File: src/rtl/vga_sync_last_2.sv
// Free-running VGA timing generator, SVGA 800x600@60 from a 40 MHz pixel clock; outputs registered from next counter value.
// Define VGA_SYNC_POSITIVE_POLARITY_EN for active-high hsync/vsync (default build is active-low).
module vga_sync_last_2 #(
  parameter int H_SYNC   = 128,
  parameter int H_BACK   = 88,
  parameter int H_ACTIVE = 800,
  parameter int H_FRONT  = 40,
  parameter int V_SYNC   = 4,
  parameter int V_BACK   = 23,
  parameter int V_ACTIVE = 600,
  parameter int V_FRONT  = 1
) (
  input  logic        clk,
  input  logic        rst,
  output logic        hsync_sig,
  output logic        vsnyc_sig,
  output logic        ready,
  output logic [10:0] column_addr_sig,
  output logic [10:0] row_addr_sig
);

  localparam int H_TOTAL = H_SYNC + H_BACK + H_ACTIVE + H_FRONT;
  localparam int V_TOTAL = V_SYNC + V_BACK + V_ACTIVE + V_FRONT;

  localparam logic [10:0] H_LAST     = 11'(H_TOTAL - 1);
  localparam logic [10:0] V_LAST     = 11'(V_TOTAL - 1);
  localparam logic [10:0] H_SYNC_END = 11'(H_SYNC);
  localparam logic [10:0] V_SYNC_END = 11'(V_SYNC);
  localparam logic [10:0] H_VIS_LO   = 11'(H_SYNC + H_BACK);
  localparam logic [10:0] H_VIS_HI   = 11'(H_SYNC + H_BACK + H_ACTIVE - 1);
  localparam logic [10:0] V_VIS_LO   = 11'(V_SYNC + V_BACK);
  localparam logic [10:0] V_VIS_HI   = 11'(V_SYNC + V_BACK + V_ACTIVE - 1);

`ifdef VGA_SYNC_POSITIVE_POLARITY_EN
  localparam logic SYNC_ON = 1'b1;
`else
  localparam logic SYNC_ON = 1'b0;
`endif

  logic [10:0] h_cnt;
  logic [10:0] v_cnt;
  logic [10:0] h_nxt;
  logic [10:0] v_nxt;
  logic        h_wrap;
  logic        h_vis;
  logic        v_vis;
  logic        hs_nxt;
  logic        vs_nxt;
  logic        rdy_nxt;
  logic [10:0] col_nxt;
  logic [10:0] row_nxt;

  // Line counter wraps every H_TOTAL clocks; frame counter steps on that same wrap.
  always_comb begin
    h_wrap = (h_cnt == H_LAST);
    h_nxt  = h_wrap ? 11'd0 : h_cnt + 11'd1;
    v_nxt  = v_cnt;
    if (h_wrap) begin
      v_nxt = (v_cnt == V_LAST) ? 11'd0 : v_cnt + 11'd1;
    end
  end

  // Decode from the next counter value so the registered outputs line up with the counters.
  always_comb begin
    h_vis   = (h_nxt >= H_VIS_LO) && (h_nxt <= H_VIS_HI);
    v_vis   = (v_nxt >= V_VIS_LO) && (v_nxt <= V_VIS_HI);
    rdy_nxt = h_vis && v_vis;
    hs_nxt  = (h_nxt < H_SYNC_END) ? SYNC_ON : ~SYNC_ON;
    vs_nxt  = (v_nxt < V_SYNC_END) ? SYNC_ON : ~SYNC_ON;
    col_nxt = 11'd0;
    row_nxt = 11'd0;
    if (rdy_nxt) begin
      col_nxt = h_nxt - H_VIS_LO;
      row_nxt = v_nxt - V_VIS_LO;
    end
  end

  // Reset parks the counters on the last position so release starts at (0,0).
  always_ff @(posedge clk) begin
    if (rst) begin
      h_cnt           <= H_LAST;
      v_cnt           <= V_LAST;
      hsync_sig       <= ~SYNC_ON;
      vsnyc_sig       <= ~SYNC_ON;
      ready           <= 1'b0;
      column_addr_sig <= 11'd0;
      row_addr_sig    <= 11'd0;
    end else begin
      h_cnt           <= h_nxt;
      v_cnt           <= v_nxt;
      hsync_sig       <= hs_nxt;
      vsnyc_sig       <= vs_nxt;
      ready           <= rdy_nxt;
      column_addr_sig <= col_nxt;
      row_addr_sig    <= row_nxt;
    end
  end

endmodule

File: config.mk
export PLATFORM = sky130hd
export DESIGN_NAME = vga_sync_last_2
export DESIGN_NICKNAME = d
export VERILOG_FILES = /design/src/rtl/vga_sync_last_2.sv
export SDC_FILE = /design/constraint.sdc
export NUM_CORES = 1
export LEC_CHECK = 0
export ABC_AREA = 1
export BUFFER_PORTS_ARGS = -buffer_cell sky130_fd_sc_hd__buf_2
export CORE_MARGIN = 2
export CORE_UTILIZATION = 60
export CTS_CLUSTER_SIZE = 8
export DETAILED_ROUTE_END_ITERATION = 6
export HOLD_SLACK_MARGIN = 0.02
export PLACE_DENSITY = 0.9
export SLEW_MARGIN = 10
export SYNTH_ARGS = -nofsm -noshare
export SYNTH_HDL_FRONTEND = slang
export SYNTH_SLANG_ARGS = --single-unit
File: constraint.sdc
create_clock -name clk -period 7.1 [get_ports clk]
set_input_delay 0.355 -clock clk [delete_from_list [all_inputs] [get_ports clk]]
set_output_delay 0.355 -clock clk [all_outputs]
set_load 0.1 [all_outputs]
## After elaboration in Yosys (flattened, before gate mapping)

Index checks and enable logic that the tools add are counted.
Widths: inputs -> output; s select.

| word-level totals | value |
|---|---|
| output and inout bits | 25 |
| bits of input ports | 2 |
| register bits | 47 |
| word-level logic and storage cells | 29 |

| cells by class | value |
|---|---|
| reduce and logical (&&, ||, !) cells | 4 |
| mux-type cells | 5 |
| equality and inequality tests | 2 |
| bitwise gates (word level) | 1 |
| $lt $le $gt $ge | 6 |
| $add $sub $neg | 4 |

Operators by type and width:

| cell | number |
|---|---|
| $mux 11 | 3 |
| $add 11x1->11 const B | 2 |
| $le 11x10->1 const B | 2 |
| $eq 11x10->1 const B | 1 |
| $eq 11x11->1 const B | 1 |
| $ge 11x5->1 const B | 1 |
| $ge 11x8->1 const B | 1 |
| $lt 11x3->1 const B | 1 |
| $lt 11x8->1 const B | 1 |
| $sub 11x5->11 const B | 1 |
| $sub 11x8->11 const B | 1 |
| $logic_and 1x1->1 | 3 |
| $mux 1 | 2 |
| $reduce_or 2->1 | 1 |
| $not 1->1 | 1 |

## Longest topological paths before layout

| depth | value |
|---|---|
| word-level depth | 8 |
| mapped depth | 20 |

## Worst setup path after synthesis

No wires, ideal clock.

| timing path | value |
|---|---|
| path kind | reg2reg |
| from | register h_cnt[0] |
| to | register row_addr_sig[7] |
| clock period less this slack | 2.501 ns |
| path slack | 4.599 ns |
| arrival time | 2.440 ns |
| setup time | 0.061 ns |
| cell stages (with the launch flop) | 21 |
| required time | 7.039 ns |
| cell sequence | dfxtp_1 ha_1 nand2_2 nor2_8 inv_4 nor2_8 buf_6 nand2_1 nand2_2 nand2_4 inv_1 ha_1 nand3_1 nor2_1 nand2_2 nand2_1 nor2_1 nor2_2 nand2_4 buf_12 nor2_4 |

| between the ends | value |
|---|---|
| word-level cells in the longest chain between the ends | 7 |
| elaborated cells on any way between the ends | 14 |
| those cells by class | 2 x add/sub; 4 x order compare; 1 x eq/ne; 2 x mux; 1 x bitwise; 4 x reduce/logical |

RTL lines:

| element | line | text |
|---|---|---|
| from (decl) | 40 | `logic [10:0] h_cnt;` |
| from (signal assigned) | 89 | `h_cnt <= h_nxt;` |
| $eq 11x11->1 (*) | 55 | `h_wrap = (h_cnt == H_LAST);` |
| $mux 11 (*) | 58 | `if (h_wrap) begin` |
| via v_nxt[0] | 43 | `logic [10:0] v_nxt;` |
| $ge 11x5->1 or $le 11x10->1 (tied branches) | 66 | `v_vis = (v_nxt >= V_VIS_LO) && (v_nxt <= V_VIS_HI);` |
| $logic_and 1x1->1 | 66 |  |
| $logic_and 1x1->1 | 67 | `rdy_nxt = h_vis && v_vis;` |
| $not 1->1 (no source line) | - |  |
| $reduce_or 2->1 (no source line) | - |  |
| to (signal assigned) | 95 | `row_addr_sig <= row_nxt;` |
| to (decl) | 19 | `output logic [10:0] row_addr_sig` |

The timed path passes the listed nets; every way through them passes the cells marked *.
A chain may end at the register's enable or synchronous reset.

## Worst setup path after layout

| timing path | value |
|---|---|
| from | register h_cnt[0] |
| to | register row_addr_sig[10] |

Same word-level chain as after synthesis.

==> run summary <==
=====================================================================================
Status                                                                   finished clean
Cell-by-cell trace of the critical path                                  ha_1, nand2_2, nor2_8, nand3_1, nand2_1, nand2_1, nand2_1, inv_1, ha_1, nand3_1, nor2_1, nand2_2, nand2_1, nor2_1, nor2_2, nand2_4, nor2_1
CTS root buf                                                             sky130_fd_sc_hd__clkbuf_8
Total I/O pin count                                                                27
Clock Pin Slew Worst Setup and Hold Paths                                      100 ps
RePlAce Congestion                                                             0.9345
Data arrival, critical path                                                   3340 ps
Fmax achieved                                                              0.3162 GHz
Slew of the pin with the lowest slew margin                                  576.4 ps
Area of the core                                                             4692 um2
Most frequent standard cell in the layout excluding fill and tap cells   sky130_fd_sc_hd__nand2_1
Max stage delay cell, worst path                                         sky130_fd_sc_hd__nand2_4
Setup repair after global routing missed its margin                                no
Antenna diodes                                                                      0
Clock Latency Late Sink                                                        310 ps
Quantity of I/O buffers inserted on ports                                          26
Final instance area                                                          3104 um2
Worst clock skew                                                             8.167 ps
Relative slew slack                                                            61.54%
FF+latch area                                                               940.9 um2
Clock sink count                                                                   47
Final Net Count                                                                   447
Max_cap viols                                                                       0
Average wire per cell in the routed design                                   12.96 um
Footprint of the multi-input gates                                           1634 um2
Hold violation total from the final report                                          0
Post-synthesis to final-layout area growth                                     7.729%
Number of synthesized flops with an enable pin                                      0
Nature of the critical path startpoint                                      flip-flop
Most common cell on crit path                                            sky130_fd_sc_hd__nand2_1
Number of global-route vias before repair                                        2425
CTS Buffer Depth                                                                    2
Vias                                                                             2683
Number of nets with antenna violations after detailed routing                       0
Std cell rows                                                                      25
Commonest cells after routing, fill and taps aside                       sky130_fd_sc_hd__nand2_1, sky130_fd_sc_hd__nor2_1, sky130_fd_sc_hd__inv_1, sky130_fd_sc_hd__dfxtp_1, sky130_fd_sc_hd__nand3_1
Number of max-slew violations in the final report                                   0
Number of storage elements in the synthesis netlist                                47
Total GRT Usage                                                                25.78%
Distinct cell type count of the synthesized netlist                                28
Power density of the placed cells                                        450.9 nW/um2
Worst-case vdd ir drop                                                    0.0002897 V
Min-delay worst type                                                     primary input to flip-flop
Post_cts resized                                                                    0
Highest fanout seen on the critical path                                           23
Element type at the critical path end                                       flip-flop
Combined area of all synthesized cells                                       2882 um2
Total of fill cells in the finished design                                        405
Synth top area share                                                           32.65%
HPWL after detailed placement                                                 4686 um
Total overflow reported by the global router                                        0
Number of remaining DRC errors                                                      0
Cts bufs inserted                                                                   5
Largest cells by area after synthesis                                    sky130_fd_sc_hd__dfxtp_1, sky130_fd_sc_hd__nand2_1, sky130_fd_sc_hd__nor2_4
First-pass GRT wire length                                                   10700 um
Post-synthesis async set-or-reset flop share                                       0%
Aggregate routed wire length                                                  6389 um
Area after detailed placement                                                2989 um2
Fraction of layout cells with a size suffix above 1                            19.59%
Crit Path Category                                                       flip-flop to flip-flop
Count of synthesis-stage warnings from yosys                                        0
Count of H-tree levels built during CTS                                             2
Buffers inserted by post-CTS timing repair                                          0
Post-route setup TNS                                                             0 ps
Die Y                                                                        73.30 um
Dominant register cell in the synthesized netlist                        sky130_fd_sc_hd__dfxtp_1
Final setup violation count                                                         0
Die Width                                                                    73.30 um
Tmin final                                                                    3163 ps
Largest net degree at the start of global routing                                  24
CTS Hold Bufs                                                                       0
Required @ worst endpoint                                                     7280 ps
Mapped Cells                                                                      415
Iteration-0 DRC Markers                                                           249
Full die area                                                                5373 um2
Biggest area consumer among synthesized cells                            sky130_fd_sc_hd__dfxtp_1
Syn_nets                                                                          424
Effective utilization at floorplan                                             61.41%
Avg Cell Area, Syn                                                          6.943 um2
Stage delay of the slowest cell on the critical path                           440 ps
Iteration count of the initial detailed-routing pass                                6
Seq/Total Area, Yosys                                                          32.65%
Antenna violations before repair                                                    0
CTS tree                                                                        built
Leakage component of the power                                               1.653 nW
Routed vias/inst                                                                5.442
Post-route fraction of the period consumed by the critical path                44.55%
=====================================================================================
per-layer routing:
layer  routed length, um  vias up  global-route usage (%)
met2                3246      117                   45.65
met1                2494     1220                   29.14
met3                 383       34                   4.252
met4                 265        0                   14.55
met5                   0        -                       0
li1                    -     1312                       -
cell families (layout without fill, tap and decap cells):
| kind of cell | Yosys count | count (layout) | share of synthesized area (%) |
|---|---|---|---|
| AO/OA/AOI/OAI | 9 | 9 | 1.650 |
| XOR/XNOR | 12 | 12 | 3.647 |
| adder cells (fa/ha/maj) | 7 | 7 | 3.039 |
| buffers and inverters | 67 | 91 | 10.64 |
| flip-flops | 47 | 47 | 32.65 |
| AND/OR/NAND/NOR | 273 | 273 | 48.37 |
Yosys cell counts, types with 4 or more instances:
| master | number |
|---|---|
| sky130_fd_sc_hd__a21oi_1 | 4 |
| sky130_fd_sc_hd__buf_2 | 4 |
| sky130_fd_sc_hd__dfxtp_1 | 47 |
| sky130_fd_sc_hd__ha_1 | 7 |
| sky130_fd_sc_hd__inv_1 | 52 |
| sky130_fd_sc_hd__inv_2 | 4 |
| sky130_fd_sc_hd__nand2_1 | 126 |
| sky130_fd_sc_hd__nand2_2 | 9 |
| sky130_fd_sc_hd__nand2_4 | 5 |
| sky130_fd_sc_hd__nand3_1 | 33 |
| sky130_fd_sc_hd__nand3_2 | 4 |
| sky130_fd_sc_hd__nand4_1 | 10 |
| sky130_fd_sc_hd__nor2_1 | 53 |
| sky130_fd_sc_hd__nor2_2 | 7 |
| sky130_fd_sc_hd__nor2_4 | 18 |
| sky130_fd_sc_hd__o21ai_0 | 4 |
| sky130_fd_sc_hd__xor2_1 | 11 |
path summary, 6_finish.rpt:
kind	slack, ps	end	startpoint	cells past startpoint
worst min-delay path	380	v_cnt[7]$_SDFF_PP0_	rst	2
worst max-delay path	3940	row_addr_sig[10]$_SDFF_PP0_	h_cnt[0]$_SDFF_PP1_	17
worst min register to register	640	h_cnt[4]$_SDFF_PP1_	h_cnt[4]$_SDFF_PP1_	3
worst max register to register	3940	row_addr_sig[10]$_SDFF_PP0_	h_cnt[0]$_SDFF_PP1_	17
worst max-delay path, delay by kind of cell, from the launching register on:
kind / cells / cell delay [ps]
adders and majority gates: 2 / 420
buffers and inverters: 1 / 90
DFF: 1 / 430
and+or+nand+nor: 14 / 2090
sequential cells by signal, indices dropped and copies added, names as in the netlist:
register and flops:
hsync_sig 1, vsnyc_sig 1, column_addr_sig 11, v_cnt 11
h_cnt 11, ready 1, row_addr_sig 11
metrics by stage:
| stage | setup slack (ps) | power (mW) | utilization (%) | std cells | hold WS, ps |
|---|---|---|---|---|---|
| 6_report | 3937 | 1.400 | 66.16 | 493 | 382.8 |
| 3_5_place_dp | 4003 | 1.180 | 63.71 | 485 | 619.9 |
| 5_1_grt | 3679 | 1.507 | 66.16 | 493 | 391.1 |
| 3_3_place_gp | 4166 | 1.152 | 63.71 | 485 | 612.2 |
| 4_1_cts | 3959 | 1.389 | 66.16 | 493 | 377.8 |
| 2_1_floorplan | 4599 | 1.043 | - | 415 | 481.7 |
final cells by class:
class	instances	area share (%)
tap	54	2.177
clock buffer	5	2.217
sequential	47	30.31
inverter	57	6.973
clock inverter	3	1.491
multi-input combinational	301	52.64
timing repair buffer	26	4.192
power by group:
| group | total, mW | internal, mW | switching [mW] |
|---|---|---|---|
| Combinational | 0.846 | 0.247 | 0.598 |
| Clock | 0.205 | 0.106 | 0.0985 |
| Sequential | 0.349 | 0.299 | 0.0499 |
Note: power is estimated with default switching activity, not from simulation.
